**config.mk**
```make
export PLATFORM = sky130hd
export DESIGN_NAME = frog_key_decoder_flat
export DESIGN_NICKNAME = d
export VERILOG_FILES = /design/src/rtl/frog_key_if.sv /design/src/rtl/frog_key_decoder.sv /design/src/flat_wrapper.sv
export SDC_FILE = /design/constraint.sdc
export NUM_CORES = 1
export LEC_CHECK = 0
export BUFFER_PORTS_ARGS = -buffer_cell sky130_fd_sc_hd__buf_4
export CAP_MARGIN = 30
export CORE_MARGIN = 4
export CORE_UTILIZATION = 50
export DETAILED_ROUTE_END_ITERATION = 12
export PLACE_DENSITY = 0.72
export SKIP_LAST_GASP = 1
export SYNTH_ARGS = -nofsm -noshare
export SYNTH_HDL_FRONTEND = slang
export SYNTH_SLANG_ARGS = --single-unit
export TNS_END_PERCENT = 20
```
**constraint.sdc**
```tcl
create_clock -name CLK -period 2.3 [get_ports CLK]
set_input_delay 0.345 -clock CLK [delete_from_list [all_inputs] [get_ports CLK]]
set_output_delay 0.345 -clock CLK [all_outputs]
set_load 0.05 [all_outputs]
```
**src/rtl/frog_key_if.sv**
```systemverilog
// Byte-stream / key-level bundle between the PS/2 byte receiver, frog_key_decoder and frog_move.
// The master drives scan-code bytes and clear_keys; the slave (the decoder) drives the key levels.
interface frog_key_if;
    logic [7:0] din;
    logic       din_valid;
    logic       clear_keys;
    logic       up;
    logic       down;
    logic       left;
    logic       right;
    logic       start_pulse;

    modport master (
        output din, din_valid, clear_keys,
        input  up, down, left, right, start_pulse
    );

    modport slave (
        input  din, din_valid, clear_keys,
        output up, down, left, right, start_pulse
    );
endinterface

```
**src/rtl/frog_key_decoder.sv**
```systemverilog
// Turns a PS/2 scan-code byte stream into held arrow levels and an Enter start pulse.
// Opposite-direction conflicts are resolved so that the newest press wins.
module frog_key_decoder #(
    parameter int TIMEOUT_CYCLES = 2_000_000,
    parameter int TO_W           = 21
) (
    input  logic       CLK,
    input  logic       RESETn,
    frog_key_if.slave  key_if
);

    localparam logic [7:0] CodeExt   = 8'hE0;
    localparam logic [7:0] CodeBrk   = 8'hF0;
    localparam logic [7:0] CodeEnter = 8'h5A;
    localparam logic [7:0] CodeUp    = 8'h75;
    localparam logic [7:0] CodeDown  = 8'h72;
    localparam logic [7:0] CodeLeft  = 8'h6B;
    localparam logic [7:0] CodeRight = 8'h74;
    localparam logic [TO_W-1:0] CntLast = TO_W'(TIMEOUT_CYCLES - 1);

    typedef enum logic [1:0] {IDLE, EXT, EXT_BRK, BRK} state_t;

    state_t          state_q, state_d;
    logic [TO_W-1:0] cnt_q, cnt_d;
    logic            heldUp_q, heldUp_d, heldDown_q, heldDown_d;
    logic            heldLeft_q, heldLeft_d, heldRight_q, heldRight_d;
    logic            priV_q, priV_d, priH_q, priH_d;
    logic            up_q, up_d, down_q, down_d, left_q, left_d, right_q, right_d;
    logic            start_q, start_d;

    // Priority bits only move on a fresh press, so typematic repeats leave them alone.
    always_comb begin
        state_d     = state_q;
        cnt_d       = cnt_q;
        heldUp_d    = heldUp_q;
        heldDown_d  = heldDown_q;
        heldLeft_d  = heldLeft_q;
        heldRight_d = heldRight_q;
        priV_d      = priV_q;
        priH_d      = priH_q;
        start_d     = 1'b0;

        if (key_if.clear_keys) begin
            state_d     = IDLE;
            cnt_d       = '0;
            heldUp_d    = 1'b0;
            heldDown_d  = 1'b0;
            heldLeft_d  = 1'b0;
            heldRight_d = 1'b0;
            priV_d      = 1'b0;
            priH_d      = 1'b0;
        end else if (key_if.din_valid) begin
            cnt_d = '0;
            case (state_q)
                IDLE: begin
                    if (key_if.din == CodeExt)        state_d = EXT;
                    else if (key_if.din == CodeBrk)   state_d = BRK;
                    else if (key_if.din == CodeEnter) start_d = 1'b1;
                end
                EXT: begin
                    state_d = (key_if.din == CodeBrk) ? EXT_BRK : IDLE;
                    if (key_if.din == CodeUp && !heldUp_q) begin
                        heldUp_d = 1'b1;
                        priV_d   = 1'b1;
                    end
                    if (key_if.din == CodeDown && !heldDown_q) begin
                        heldDown_d = 1'b1;
                        priV_d     = 1'b0;
                    end
                    if (key_if.din == CodeLeft && !heldLeft_q) begin
                        heldLeft_d = 1'b1;
                        priH_d     = 1'b1;
                    end
                    if (key_if.din == CodeRight && !heldRight_q) begin
                        heldRight_d = 1'b1;
                        priH_d      = 1'b0;
                    end
                end
                EXT_BRK: begin
                    state_d = IDLE;
                    if (key_if.din == CodeUp)    heldUp_d    = 1'b0;
                    if (key_if.din == CodeDown)  heldDown_d  = 1'b0;
                    if (key_if.din == CodeLeft)  heldLeft_d  = 1'b0;
                    if (key_if.din == CodeRight) heldRight_d = 1'b0;
                end
                default: state_d = IDLE;
            endcase
        end else if (state_q != IDLE) begin
            if (cnt_q == CntLast) begin
                state_d = IDLE;
                cnt_d   = '0;
            end else begin
                cnt_d = cnt_q + TO_W'(1);
            end
        end else begin
            cnt_d = '0;
        end

        up_d    = heldUp_d    & (~heldDown_d  | priV_d);
        down_d  = heldDown_d  & (~heldUp_d    | ~priV_d);
        left_d  = heldLeft_d  & (~heldRight_d | priH_d);
        right_d = heldRight_d & (~heldLeft_d  | ~priH_d);
    end

    always_ff @(posedge CLK or negedge RESETn) begin
        if (!RESETn) begin
            state_q     <= IDLE;
            cnt_q       <= '0;
            heldUp_q    <= 1'b0;
            heldDown_q  <= 1'b0;
            heldLeft_q  <= 1'b0;
            heldRight_q <= 1'b0;
            priV_q      <= 1'b0;
            priH_q      <= 1'b0;
            up_q        <= 1'b0;
            down_q      <= 1'b0;
            left_q      <= 1'b0;
            right_q     <= 1'b0;
            start_q     <= 1'b0;
        end else begin
            state_q     <= state_d;
            cnt_q       <= cnt_d;
            heldUp_q    <= heldUp_d;
            heldDown_q  <= heldDown_d;
            heldLeft_q  <= heldLeft_d;
            heldRight_q <= heldRight_d;
            priV_q      <= priV_d;
            priH_q      <= priH_d;
            up_q        <= up_d;
            down_q      <= down_d;
            left_q      <= left_d;
            right_q     <= right_d;
            start_q     <= start_d;
        end
    end

    assign key_if.up          = up_q;
    assign key_if.down        = down_q;
    assign key_if.left        = left_q;
    assign key_if.right       = right_q;
    assign key_if.start_pulse = start_q;

endmodule

```
**src/flat_wrapper.sv**
```systemverilog
// flat-port wrapper written by rule: the top's interface ports become plain ports
module frog_key_decoder_flat 
#(
    parameter int TIMEOUT_CYCLES = 2_000_000,
    parameter int TO_W           = 21
)
  (CLK, RESETn, key_if_din, key_if_din_valid, key_if_clear_keys, key_if_up, key_if_down, key_if_left, key_if_right, key_if_start_pulse);
  frog_key_if key_if_i ();
  input  logic CLK;
  input  logic RESETn;
  input wire logic [$bits(key_if_i.din)-1:0] key_if_din;
  input wire logic [$bits(key_if_i.din_valid)-1:0] key_if_din_valid;
  input wire logic [$bits(key_if_i.clear_keys)-1:0] key_if_clear_keys;
  output wire logic [$bits(key_if_i.up)-1:0] key_if_up;
  output wire logic [$bits(key_if_i.down)-1:0] key_if_down;
  output wire logic [$bits(key_if_i.left)-1:0] key_if_left;
  output wire logic [$bits(key_if_i.right)-1:0] key_if_right;
  output wire logic [$bits(key_if_i.start_pulse)-1:0] key_if_start_pulse;
  assign key_if_i.din = key_if_din;
  assign key_if_i.din_valid = key_if_din_valid;
  assign key_if_i.clear_keys = key_if_clear_keys;
  assign key_if_up = key_if_i.up;
  assign key_if_down = key_if_i.down;
  assign key_if_left = key_if_i.left;
  assign key_if_right = key_if_i.right;
  assign key_if_start_pulse = key_if_i.start_pulse;
  frog_key_decoder #(.TIMEOUT_CYCLES(TIMEOUT_CYCLES), .TO_W(TO_W)) u_core (.CLK(CLK), .RESETn(RESETn), .key_if(key_if_i));
endmodule
```
==> results by group <==
Timing
  – Max Transition Viols Final: 0
  – Endpoints failing setup: 0
  – Fin crit period: 2140 ps
  – Setup ws final: 159 ps
  – RSZ-0062 raised after global routing: false
  – Max Clk Rate: around 0.47 GHz
  – Slew margin rel.: 58.6%
  – Worst Skew: between 9 and 10 ps
  – Setup TNS: 0 ps
  – Hold Vio Cnt, Final: 0
  – Fin crit share: 93.1%
  – Worst-Margin Slew: 613 ps
  – Hold_ws: about 320 ps

CTS
  – Worst skew pair latency: 290 ps
  – Num CTS Buffers: 5
  – Root buffer cell: clkbuf_8
  – Clk slew on worst S/H paths: about 70 ps
  – Post-CTS setup buffers: 0
  – TritonCTS Sinks: 34
  – Htree depth: 2
  – Clock buffer depth: 2
  – CTS tree: yes

Synth
  – Library cells used by synthesis: between 40 and 50
  – Yosys reg bits: 34
  – Xor-xnor portion of the synthesized cell area: 5.15%
  – Post-synthesis mux area share: 0%
  – Post-Syn Area: between 1500 and 2000 sq um
  – Dominant cells by area after synthesis: dfrtp_1, nor2_1, xnor2_1
  – Synthesized instance count: 195
  – Main flop type after synthesis: dfrtp_1
  – Top cell type's share of synthesized area: 45.5%
  – Synth Net Count: 211
  – Yosys Warn Count: 0
  – Async set or reset register ratio after synthesis: 100%
  – Compound-Gate Fraction of Synth Area: about an eighth
  – Adder-Cell Fraction of Synth Area: 2.68%
  – Mean Syn Cell Area: 9.59 sq um
  – Post-synthesis sequential area ratio: 45.5%
  – Simple-gate portion of the synthesized area: 31.0%
  – Leading area contributor after synthesis: dfrtp_1
  – Largest family of logic cells by synthesized area: simple AND/OR/NAND/NOR gates
  – Post-synth EDFFs: 0

Power and ir drop
  – PnR Total Power: 1.38 mW
  – Pwr Density: 632 nW/um^2
  – Psw: 0.277 mW
  – Comb power frac: 7.6%
  – Sw Share: around a fifth
  – Peak VDD IR: ~0.00057 V
  – Clock Power Share: 48.5%
  – Reg power frac: 43.9%
  – Internal Dissipation: 1.11 mW
  – Pleak: 0.888 nW

Setup path
  – Reg-to-reg startpoint: u_core.cnt_q[0]
  – CP max stage delay: 670 ps
  – CP Cell Sequence: ha_1 > nand2_1 > or4_1 > or4_1 > a21oi_1
  – CP Class: reg2reg
  – Req. time, crit path: 2510 ps
  – R2r setup slk: 160 ps
  – Worst r2r path cells: 5
  – Endpoint type of the worst setup path: register
  – CP Launch Type: register
  – RR Endpoint: u_core.cnt_q[16]
  – Slowest cell on the critical path: or4_1
  – Worst-path fanout max: 9
  – Crit path DAT: 2360 ps
  – Cell mode on critical path: or4_1

Hold path
  – Hold Path End: u_core.state_q[0]
  – Min-Delay Startpoint: key_if_clear_keys
  – Hold path depth: 2
  – Hold Crit Class: in2reg

Global route
  – Initial antenna violation count: 0
  – GRT busiest layer: met2
  – Tot GR Track Use: 17.2%
  – Gr ovfl total: 0
  – Vias in the first global route: 1468
  – Pin count of the biggest net entering global routing: 35
  – Met3 usage: under 10%
  – Grt met1 use: 23.5%
  – Met2 GRT Util: 25.2%
  – First-pass GRT wire length: 6670 um

Placement
  – Dpl hpwl: 2790 um
  – Routability cong.: 0.846
  – Dpl ws: 202 ps
  – Post-Place Cells: ~250
  – Port Buf Inserts: 16
  – Placed cell areas: 2030 sq um

Routing
  – Routed length per instance: about 15 um
  – DRC violations left: 0
  – ANT nets after route: 0
  – Total iterations of the first detailed-routing run: 4
  – Vias per std cell: between 6 and 7
  – Final wirelength: 3810 um
  – DRT iter0 DRCs: 139
  – Vias post-DR: 1588

Run
  – Max Cap Viol: 0

Cells and area
  – Antenna diodes: 0
  – Final core utilization: 63.1%
  – Layout area overhead: 16.9%
  – Fill cells: between 300 and 400
  – Nets@finish: 231
  – Layout cell share with drive strength beyond 1: 14.8%
  – Final Non-Filler Cells: 262
  – Finished layout cell area: 2190 sq um

Run status
  – Run status: finished clean

Die
  – Top-level port count: 17
  – Core Box Area: ~3500 sq um
  – Die width: ~70 um
  – Initial Util: a little over half
  – Die Footprint: 4780 sq um
  – Row count: 21
  – Die Height: 69.2 um
-- worst max-delay path: cells and delay by family (launching register included) --
kind	cells	cell delay (ps)
AND/OR/NAND/NOR	3	1290
flip-flops	1	390
adder cells (fa/ha/maj)	1	240
AO/OA/AOI/OAI	1	160
-- cells by family (layout without fill, tap and decap cells) --
kind of cell,after synthesis,in the layout
flip-flops,34,34
XOR/XNOR,11,11
buffers and inverters,14,35
AND/OR/NAND/NOR,96,96
adder cells (fa/ha/maj),4,4
AO/OA/AOI/OAI,36,36
-- cell type report --
cell class                 count  area [sq um]  area share (%)
tap                           46          57.6            2.63
inverter                       9          33.8            1.54
clock inverter                 2          60.1            2.75
sequential                    34           851            38.9
timing repair buffer          18           138            6.29
clock buffer                   6          82.6            3.78
multi-input combinational    147           965            44.1
-- power groups by stage --
stage               Clock, mW  Combinational (mW)  Sequential, mW
floorplan                   0              0.0543           0.617
global placement            0               0.100           0.618
detailed placement          0               0.103           0.618
CTS                     0.689               0.105           0.607
global route            0.716               0.119           0.607
finish                  0.671               0.105           0.607
-- flip-flops by register name, indices dropped and copies added, names as in the netlist --
name,count
u_core.priH_q,1
u_core.key_if.down,1
u_core.cnt_q,21
u_core.heldRight_q,1
u_core.heldDown_q,1
u_core.key_if.up,1
u_core.key_if.left,1
u_core.key_if.start_pulse,1
u_core.heldUp_q,1
u_core.state_q,2
u_core.key_if.right,1
u_core.priV_q,1
u_core.heldLeft_q,1
-- metal layers --
metal | share of wire [%] | wire (um) | vias to the layer above
li1 | - | - | 765
met1 | 45 | 1730 | 760
met2 | 47 | 1780 | 56
met3 | 6.5 | 248 | 7
met4 | 1.5 | 57 | 0
met5 | 0 | 0 | -
-- synth_stat cells (3+ instances only) --
cell,count
nor3_1,6
nand2_1,12
nand2b_1,4
o31ai_1,4
xor2_1,5
ha_1,4
nand4b_1,3
and2_1,4
o21ai_0,6
nand3_1,10
and4b_1,3
nor2_1,15
clkbuf_1,3
nor4b_1,4
nor4_1,4
or4_1,6
o21a_1,3
nand4_1,4
xnor2_1,6
dfrtp_1,34
a21oi_1,10
inv_1,9
or3_1,5
-- worst max-delay path by stage --
stage                          from                to  slack [ps]  cells past startpoint
CTS                 u_core.cnt_q[0]  u_core.cnt_q[16]         160                      5
finish              u_core.cnt_q[0]  u_core.cnt_q[16]         160                      5
global placement    u_core.cnt_q[0]  u_core.cnt_q[16]         230                      5
floorplan           u_core.cnt_q[0]  u_core.cnt_q[16]         330                      6
detailed placement  u_core.cnt_q[0]  u_core.cnt_q[16]         200                      5
global route        u_core.cnt_q[0]  u_core.cnt_q[16]          40                      5
-- repair_timing --
action                     in CTS  in global routing
hold buffers                    1                  0
hold endpoints to repair       20                  0
setup endpoints to repair       0                  0
resized for setup               0                  0
-- placed cells by master, fill, tap and decap left out, drive strengths merged, types with 2 or more instances in the layout --
master and n:
a21oi 10, a31oi 2, and2 4, and3 3, and4b 3, buf 17
bufinv 2, clkbuf 6, dfrtp 34, ha 4, inv 9, nand2 12
nand2b 4, nand3 11, nand3b 2, nand4 4, nand4b 3, nor2 15
nor2b 2, nor3 6, nor4 4, nor4b 4, nor4bb 2, o21a 3
o21ai 7, o31ai 4, or3 7, or4 6, xnor2 6, xor2 5
(Power assumes the default switching activity.)
